`src/rtl/shift_seq_pkg.sv`:
```
// -----------------------------------------------------------------------------
// shift_seq_pkg
// Shared definitions for the shift_seq universal shift register:
//   - MODE_* : shift-mode encodings carried on the 3-bit `mode` input
//   - state_t: control FSM state encoding (ST_IDLE, ST_SHIFT, ST_DONE)
//   - mode_legal(): true for modes that perform a shift
// Build option: SHIFT_SEQ_SRA_EN makes MODE_SRA legal; otherwise it is reserved.
// -----------------------------------------------------------------------------
package shift_seq_pkg;

    localparam logic [2:0] MODE_SLL = 3'd0;
    localparam logic [2:0] MODE_SRL = 3'd1;
    localparam logic [2:0] MODE_ROL = 3'd2;
    localparam logic [2:0] MODE_ROR = 3'd3;
    localparam logic [2:0] MODE_SRA = 3'd4;

    typedef enum logic [1:0] {
        ST_IDLE  = 2'd0,
        ST_SHIFT = 2'd1,
        ST_DONE  = 2'd2
    } state_t;

    function automatic logic mode_legal(input logic [2:0] mode);
`ifdef SHIFT_SEQ_SRA_EN
        return (mode <= MODE_SRA);
`else
        return (mode <= MODE_ROR);
`endif
    endfunction

endpackage

```
`src/rtl/shift_step.sv`:
```
// -----------------------------------------------------------------------------
// shift_step
// Combinational shifter: moves data_i by k_i bit positions (1..STEP) in the
// given mode and reports the last bit to leave the word (the k-th exiting bit,
// or the k-th wrapped bit for rotates).
// Ports:
//   data_i  [WIDTH-1:0] word before the shift
//   mode_i  [2:0]       MODE_* encoding
//   fill_i              fill bit for SLL/SRL vacated positions
//   k_i     [KW-1:0]    shift amount, 1..STEP
//   data_o  [WIDTH-1:0] word after the shift
//   exit_o              last bit shifted/rotated out
// Build option: SHIFT_SEQ_SRA_EN adds the arithmetic right shift.
// -----------------------------------------------------------------------------
module shift_step
    import shift_seq_pkg::*;
#(
    parameter int WIDTH = 8,
    parameter int STEP  = 1,
    parameter int KW    = 4
) (
    input  logic [WIDTH-1:0] data_i,
    input  logic [2:0]       mode_i,
    input  logic             fill_i,
    input  logic [KW-1:0]    k_i,
    output logic [WIDTH-1:0] data_o,
    output logic             exit_o
);

    logic [WIDTH-1:0] word;
    logic             bit_out;

    // Unrolled chain of single-bit steps; step i is active only when i < k_i.
    // NOTE: blocking assignments here are intentional -- each step reads the
    // word produced by the previous step within the same evaluation.
    always_comb begin
        word    = data_i;
        bit_out = 1'b0;
        for (int i = 0; i < STEP; i++) begin
            if (i < int'(k_i)) begin
                case (mode_i)
                    MODE_SLL: begin
                        bit_out = word[WIDTH-1];
                        word    = {word[WIDTH-2:0], fill_i};
                    end
                    MODE_SRL: begin
                        bit_out = word[0];
                        word    = {fill_i, word[WIDTH-1:1]};
                    end
                    MODE_ROL: begin
                        bit_out = word[WIDTH-1];
                        word    = {word[WIDTH-2:0], word[WIDTH-1]};
                    end
                    MODE_ROR: begin
                        bit_out = word[0];
                        word    = {word[0], word[WIDTH-1:1]};
                    end
`ifdef SHIFT_SEQ_SRA_EN
                    // The MSB never changes under SRA, so refilling from the
                    // current word equals filling from the pre-shift MSB.
                    MODE_SRA: begin
                        bit_out = word[0];
                        word    = {word[WIDTH-1], word[WIDTH-1:1]};
                    end
`endif
                    default: begin
                        word    = word;
                        bit_out = bit_out;
                    end
                endcase
            end
        end
        data_o = word;
        exit_o = bit_out;
    end

endmodule

```
`src/rtl/shift_seq.sv`:
```
// -----------------------------------------------------------------------------
// shift_seq
// Multi-cycle universal shift register with parallel load, five shift modes,
// a programmable shift amount consumed up to STEP bits per cycle, serial
// output and a start/busy/done handshake.
// Parameters: WIDTH (>=2), STEP (1..WIDTH), AMT_W (shift-amount width).
// Ports:
//   clk                  rising-edge clock
//   arstn                synchronous active-low reset
//   load, load_data      parallel load (accepted in idle only; wins over start)
//   start, mode, amt     shift command; mode/amt latched at start
//   s_in                 serial fill bit, sampled on every shift edge
//   out                  register contents
//   s_out                last bit shifted or rotated out
//   busy                 high while shifting
//   done                 one-cycle completion pulse
// Build option: SHIFT_SEQ_SRA_EN enables mode 4 (SRA); otherwise mode 4 is
// reserved and completes immediately with `out` unchanged.
// -----------------------------------------------------------------------------
module shift_seq
    import shift_seq_pkg::*;
#(
    parameter int WIDTH = 8,
    parameter int STEP  = 1,
    parameter int AMT_W = $clog2(WIDTH + 1)
) (
    input  logic             clk,
    input  logic             arstn,
    input  logic             load,
    input  logic [WIDTH-1:0] load_data,
    input  logic             start,
    input  logic [2:0]       mode,
    input  logic [AMT_W-1:0] amt,
    input  logic             s_in,
    output logic [WIDTH-1:0] out,
    output logic             s_out,
    output logic             busy,
    output logic             done
);

    localparam logic [AMT_W-1:0] STEP_A = AMT_W'(STEP);

    state_t           state_q, state_d;
    logic [WIDTH-1:0] out_q, out_d;
    logic             s_out_q, s_out_d;
    logic [AMT_W-1:0] rem_q, rem_d;
    logic [2:0]       mode_q, mode_d;

    logic [AMT_W-1:0] k;
    logic [WIDTH-1:0] step_data;
    logic             step_exit;

    // Bits consumed on this edge: the full step, or whatever remains.
    assign k = (rem_q > STEP_A) ? STEP_A : rem_q;

    shift_step #(
        .WIDTH (WIDTH),
        .STEP  (STEP),
        .KW    (AMT_W)
    ) u_step (
        .data_i (out_q),
        .mode_i (mode_q),
        .fill_i (s_in),
        .k_i    (k),
        .data_o (step_data),
        .exit_o (step_exit)
    );

    // NOTE: every signal gets its hold value first so no path through the case
    // leaves one unassigned, which would infer a latch.
    always_comb begin
        state_d = state_q;
        out_d   = out_q;
        s_out_d = s_out_q;
        rem_d   = rem_q;
        mode_d  = mode_q;
        unique case (state_q)
            ST_IDLE: begin
                if (load) begin
                    out_d = load_data;
                end else if (start) begin
                    if (mode_legal(mode) && (amt != '0)) begin
                        state_d = ST_SHIFT;
                        rem_d   = amt;
                        mode_d  = mode;
                    end else begin
                        state_d = ST_DONE;
                    end
                end
            end
            ST_SHIFT: begin
                out_d   = step_data;
                s_out_d = step_exit;
                rem_d   = rem_q - k;
                if (rem_d == '0) begin
                    state_d = ST_DONE;
                end
            end
            ST_DONE: begin
                state_d = ST_IDLE;
            end
            default: begin
                state_d = ST_IDLE;
            end
        endcase
    end

    // NOTE: reset is sampled on the clock edge, so it lives inside the clocked
    // branch rather than in the sensitivity list.
    always_ff @(posedge clk) begin
        if (!arstn) begin
            state_q <= ST_IDLE;
            out_q   <= '0;
            s_out_q <= 1'b0;
            rem_q   <= '0;
            mode_q  <= MODE_SLL;
        end else begin
            state_q <= state_d;
            out_q   <= out_d;
            s_out_q <= s_out_d;
            rem_q   <= rem_d;
            mode_q  <= mode_d;
        end
    end

    assign out   = out_q;
    assign s_out = s_out_q;
    assign busy  = (state_q == ST_SHIFT);
    assign done  = (state_q == ST_DONE);

endmodule

```
`config.mk`:
```
export PLATFORM = sky130hd
export DESIGN_NAME = shift_seq
export DESIGN_NICKNAME = d
export VERILOG_FILES = /design/src/rtl/shift_seq_pkg.sv /design/src/rtl/shift_step.sv /design/src/rtl/shift_seq.sv
export SDC_FILE = /design/constraint.sdc
export NUM_CORES = 1
export LEC_CHECK = 0
export BUFFER_PORTS_ARGS = -buffer_cell sky130_fd_sc_hd__buf_4
export CAP_MARGIN = 20
export CORE_MARGIN = 2
export CORE_UTILIZATION = 55
export DETAILED_ROUTE_END_ITERATION = 8
export PLACE_DENSITY = 0.83
export SKIP_LAST_GASP = 1
export SLEW_MARGIN = 20
export SYNTH_ARGS = -nofsm -noshare
export SYNTH_HDL_FRONTEND = slang
export SYNTH_SLANG_ARGS = --single-unit
```
`constraint.sdc`:
```
create_clock -name clk -period 2.65 [get_ports clk]
set_input_delay 0.265 -clock clk [delete_from_list [all_inputs] [get_ports clk]]
set_output_delay 0.265 -clock clk [all_outputs]
set_load 0.02 [all_outputs]
```
## Yosys cells after proc, flatten, opt, wreduce, memory -nomap -nowiden

Cells that the tools add are included.

- Memories kept: 0
- Word-level logic and storage cells: 50
- Register bits after elaboration: 18
- Bits in latches: 0
- Input bits: 20
- Bits in read-only memories: 0
- Memory bits (writable): 0

- Magnitude comparators: 3
- Multiplexer cells: 16
- Reductions and logical operators: 12
- Multipliers: 0
- Shift-type cells: 0
- Div/mod/pow operators: 0
- Add/sub/neg operators: 1
- Bitwise operators: 1
- Equal/unequal tests: 12

Operators by type and width:

| operator | number |
|---|---|
| $pmux W8 S4 | 1 |
| $mux W4 | 4 |
| $mux W8 | 2 |
| $pmux W8 S2 | 1 |
| $reduce_and A4 Y1 | 3 |
| $mux W2 | 4 |
| $ne A2 B2 Y1 const B | 4 |
| $pmux W4 S2 | 1 |
| $eq A3 B2 Y1 const B | 2 |
| $ne A5 B1 Y1 const B | 1 |
| $gt A4 B1 Y1 const B | 1 |
| $logic_not A4 Y1 | 1 |
| $lt A1 B4 Y1 const A | 1 |
| $ne A2 B1 Y1 const B | 2 |
| $pmux W2 S2 | 1 |
| $reduce_bool A4 Y1 | 1 |
| $reduce_or A2 Y1 | 2 |
| $sub A4 B4 Y4 | 1 |
| $eq A3 B1 Y1 const B | 1 |
| $le A3 B2 Y1 const B | 1 |
| $logic_not A3 Y1 | 1 |
| $reduce_and A3 Y1 | 1 |
| $eq A2 B1 Y1 const B | 1 |
| $eq A2 B2 Y1 const B | 1 |
| other kinds (6) | 6 |

## Logic depth before layout (Yosys ltp)

- Depth after elaboration: 6
- Depth in mapped cells: 8
- Gate-level depth less buffers: 8

## Hierarchy

From an unflattened synthesis, not the netlist that was laid out.

- Cells, all modules: 141
- Area total of the unflattened synthesis: 1201.2 um2

Modules (own cells, without submodules):

| module | cells each | times used | area an instance (um2) |
|---|---|---|---|
| shift_seq | 116 | 1 | 949.7 |
| shift_step | 25 | 1 | 251.5 |

## Least setup slack after synthesis

OpenSTA, ideal clock, no wires.

- Path type: register to register
- Start: register rem_q[2]
- End: register state_q[1]
- Path buffers: 0
- Setup slack: 1065 ps
- Arrival: 1468 ps
- Clock period less this slack: 1585 ps
- Stages on the path, launching flop included: 9
- Required time: 2533 ps
- Setup time: 117 ps
- Cell sequence: dfxtp_1 -> nor3_1 -> or2_2 -> inv_1 -> ha_1 -> xor2_1 -> o21ai_0 -> o211a_1 -> and4b_1

- Cells in the longest elaborated chain, start to end: 6

Ends and longest elaborated chain:

| item | line | source |
|---|---|---|
| from (decl) | shift_seq.sv:46 | `logic [AMT_W-1:0] rem_q, rem_d;` |
| from (signal assigned) | shift_seq.sv:121 | `rem_q <= rem_d;` |
| $gt A4 B1 Y1 | shift_seq.sv:54 | `assign k = (rem_q > STEP_A) ? STEP_A : rem_q;` |
| $mux W4 | shift_seq.sv:54 |  |
| $sub A4 B4 Y4 * | shift_seq.sv:94 | `rem_d = rem_q - k;` |
| $logic_not A4 Y1 * | shift_seq.sv:95 | `if (rem_d == '0) begin` |
| $ne A2 B1 Y1 (no line) * | n/a |  |
| $reduce_and A3 Y1 (no line) * | n/a |  |
| to (signal assigned) | shift_seq.sv:118 | `state_q <= state_d;` |
| to (decl) | shift_seq.sv:43 | `state_t state_q, state_d;` |

Mark *: on every way between the ends. The rest lies on a longest branch, timed or not.
A chain may end at the register's enable or synchronous reset.

## Worst setup path in the final report

- Start: register state_q[1]
- End: register out_q[2], in the netlist out[2]

- Cells in the longest elaborated chain, start to end: 3
- Elaborated cells between the ends (all ways): 8
- Those cells by class: 4 x eq/ne; 1 x mux; 3 x reduce/logical

Ends and longest elaborated chain:

| item | line | source |
|---|---|---|
| $eq A2 B1 Y1 / $logic_not A2 Y1 (equally long branches) | shift_seq.sv:77 | `unique case (state_q)` |
| $ne A5 B1 Y1 (no line) (tied with other cells) | n/a |  |
| $reduce_and A4 Y1 (no line) | n/a |  |
| to (signal assigned) | shift_seq.sv:119 | `out_q <= out_d;` |
| to (decl) | shift_seq.sv:44 | `logic [WIDTH-1:0] out_q, out_d;` |

Parallel ways exist; a longest one is shown, timed or not.

==> summary.md <==
| Metric | Value |
|---|---|
| Clock period minus worst slack | `1.86 ns` |
| Initial antenna violation count | `0` |
| Tcrit/Tclk final | `70.1%` |
| Initial Utilization | `58.2%` |
| # IOs | `31` |
| Register bit total from synthesis | `18` |
| Dominant cell type by area after synthesis | `dfxtp_1` |
| # diodes | `0` |
| Synth top area share | `31.5%` |
| R2r setup slk | `0.79 ns` |
| Remaining global-route overflow | `0` |
| Post-Layout Cell Count | `179` |
| DR WL/cell | `15.8 µm` |
| Worst path arrival time | `2.06 ns` |
| Top cells by area, synth | `dfxtp_1, o32ai_2, nand2_1` |
| Comb power frac | `34.3%` |
| Clock latency on the worst-skew pair | `0.29 ns` |
| Part of the power in registers | `46.6%` |
| Syn_nets | `147` |
| TNS Setup | `0 ns` |
| WP data required | `2.85 ns` |
| TritonCTS Buffers | `3` |
| H-tree levels | `1` |
| Seq/Total Area, Yosys | `31.5%` |
| Psw | `244 µW` |
| Detailed Route WL | `2830 µm` |
| Relative slew slack | `56.9%` |
| Antenna Nets Post-Route | `0` |
| Final setup fails | `0` |
| Max-slew violations | `0` |
| Ys Warns | `0` |
| Die W | `49.6 µm` |
| Final Wtd Congestion | `0.787` |
| Vias in the first global route | `1075` |
| Final net count | `176` |
| Drt via density | `5.92` |
| First-pass GRT wire length | `4910 µm` |
| DRC errors left | `0` |
| Dpl cells | `176` |
| Crit Path Max Fanout | `16` |
| Unrepaired setup endpoints after global routing | `no` |
| Syn avg cell area | `9.14 µm²` |
| Fin. Hold Viols | `0` |
| Share of cells above drive strength 1 | `33.6%` |
| Hold Crit Class | `input port to register` |
| Fin area | `1380 µm²` |
| Die H | `49.6 µm` |
| Die ar. | `2460 µm²` |
| Site row count | `16` |
| Mapped Area | `1140 µm²` |
| Syn Inst Count | `125` |
| WS Path Type | `register to register` |
| Area grow syn2layout | `20.8%` |
| Skew final | `0.00458 ns` |
| HPWL Detailed | `2180 µm` |
| IO buf count | `30` |
| Startpoint Class | `register` |
| Number of synthesized flops with an enable pin | `0` |
| CP endpoint kind | `register` |
| CTS Hold Buffers Added | `0` |
| P_int | `462 µW` |
| Hold_ws | `0.224 ns` |
| Status | `finished clean` |
| CTS max path bufs | `2` |
| Leakage | `0.000595 µW` |
| Peak VDD IR | `0.291 mV` |
| CTS tree | `yes` |
| Library cells used by synthesis | `42` |
| DR vias | `1060` |
| # Max-Cap Violations | `0` |
| Clock power frac | `19.1%` |
| Core Region | `1960 µm²` |
| Pwr dens | `511 nW/µm²` |
| Sink Count | `18` |
| Largest net degree at the start of global routing | `21` |
| Worst slew pin tran | `0.647 ns` |
| Gr usage total | `26.0%` |
| Post-synth ARST share | `0%` |
| CTS root buf | `clkbuf_4` |
| DRT iter0 DRCs | `21` |
| F_max | `0.538 GHz` |
| Total iterations of the first detailed-routing run | `4` |
| Post-CTS Setup Bufs | `0` |
| Most instantiated cells after synthesis | `dfxtp_1, nand2_1, nor2b_1` |
| Top_reg_cell synth | `dfxtp_1` |
| Resized cells post-CTS | `0` |
| Placed Area | `1360 µm²` |
| Clock Pin Slew Worst Setup and Hold Paths | `0.10 ns` |
| Sw Share | `34.6%` |
sequential cells by signal (all words and copies together), names as in the netlist:
signal,cells
state_q,2
rem_q,4
mode_q,3
s_out,1
out,8
worst max-delay path, cell delays in order (launching register included):
cell,delay (ns)
dfxtp_1,0.39
nand2b_4,0.27
o32ai_4,0.64
nand2_4,0.18
o32ai_2,0.28
layout make-up:
| cell class | count | area (µm²) |
|---|---|---|
| clock buffers | 3 | 22.5 |
| fillers | 173 | 582 |
| inverters | 5 | 18.8 |
| multi-input cells | 95 | 712 |
| flip-flops and latches | 18 | 360 |
| well taps | 27 | 33.8 |
| repair buffers | 31 | 233 |
power groups by stage:
stage               Combinational (µW)  Clock (µW)  Sequential [µW]
global placement                   230           0              332
CTS                                243         140              329
detailed placement                 242           0              335
global route                       264         149              333
floorplan                          154           0              344
finish                             242         135              329
logic make-up (layout without fill, tap and decap cells):
logic type | Yosys count | count (layout) | share of synthesized area, %
adder cells (fa/ha/maj) | 2 | 2 | 2.19
XOR/XNOR | 1 | 1 | 0.767
AO/OA/AOI/OAI | 36 | 36 | 29.6
flip-flops | 18 | 18 | 31.5
AND/OR/NAND/NOR | 52 | 52 | 26.2
multiplexers | 4 | 4 | 3.61
buffers and inverters | 12 | 39 | 6.13
per-layer routing:
layer / GRT usage [%] / up-vias / routed length (µm)
met5: 0 / - / 0
met1: 27.8 / 509 / 1110
met2: 50.7 / 35 / 1560
li1: - / 512 / -
met3: 3.33 / 4 / 128
met4: 9.72 / 0 / 40
path summary, 6_finish.rpt:
path / endpoint / cells past startpoint / from
max: out[2]$_SDFFE_PN0P_ / 4 / state_q[1]$_SDFFE_PN0P_
min: mode_q[1]$_SDFFE_PN0P_ / 3 / mode[1]
max reg2reg: out[2]$_SDFFE_PN0P_ / 4 / state_q[1]$_SDFFE_PN0P_
min reg2reg: mode_q[1]$_SDFFE_PN0P_ / 2 / mode_q[1]$_SDFFE_PN0P_
placed cells by master (no fill, tap or decap), drive strengths merged:
cell    instances
o211a           3
ha              2
nand3           2
xor2            1
o21bai          1
buf            31
o32ai           6
or2             2
o311ai          1
o41ai           1
nor4            4
nor2            8
o22ai           1
nand2          19
a31oi           3
nor3            1
mux2i           3
nor2b          10
or4             1
and4b           1
dfxtp          18
mux2            1
inv             5
nand2b          2
a21oi           3
a32o            1
and3            1
o211ai          2
clkbuf          3
a211oi          5
o21ai           6
a21boi          3
and4bb          1
per-stage QoR:
stage               worst slack [ns]  total power, µW  util (%)
CTS                            0.783              711      70.3
global route                   0.671              746      70.3
finish                         0.792              706      70.3
floorplan                       1.06              498         -
detailed placement             0.816              577      69.2
global placement               0.895              562      69.2
Power figures use the tool's default switching activity.
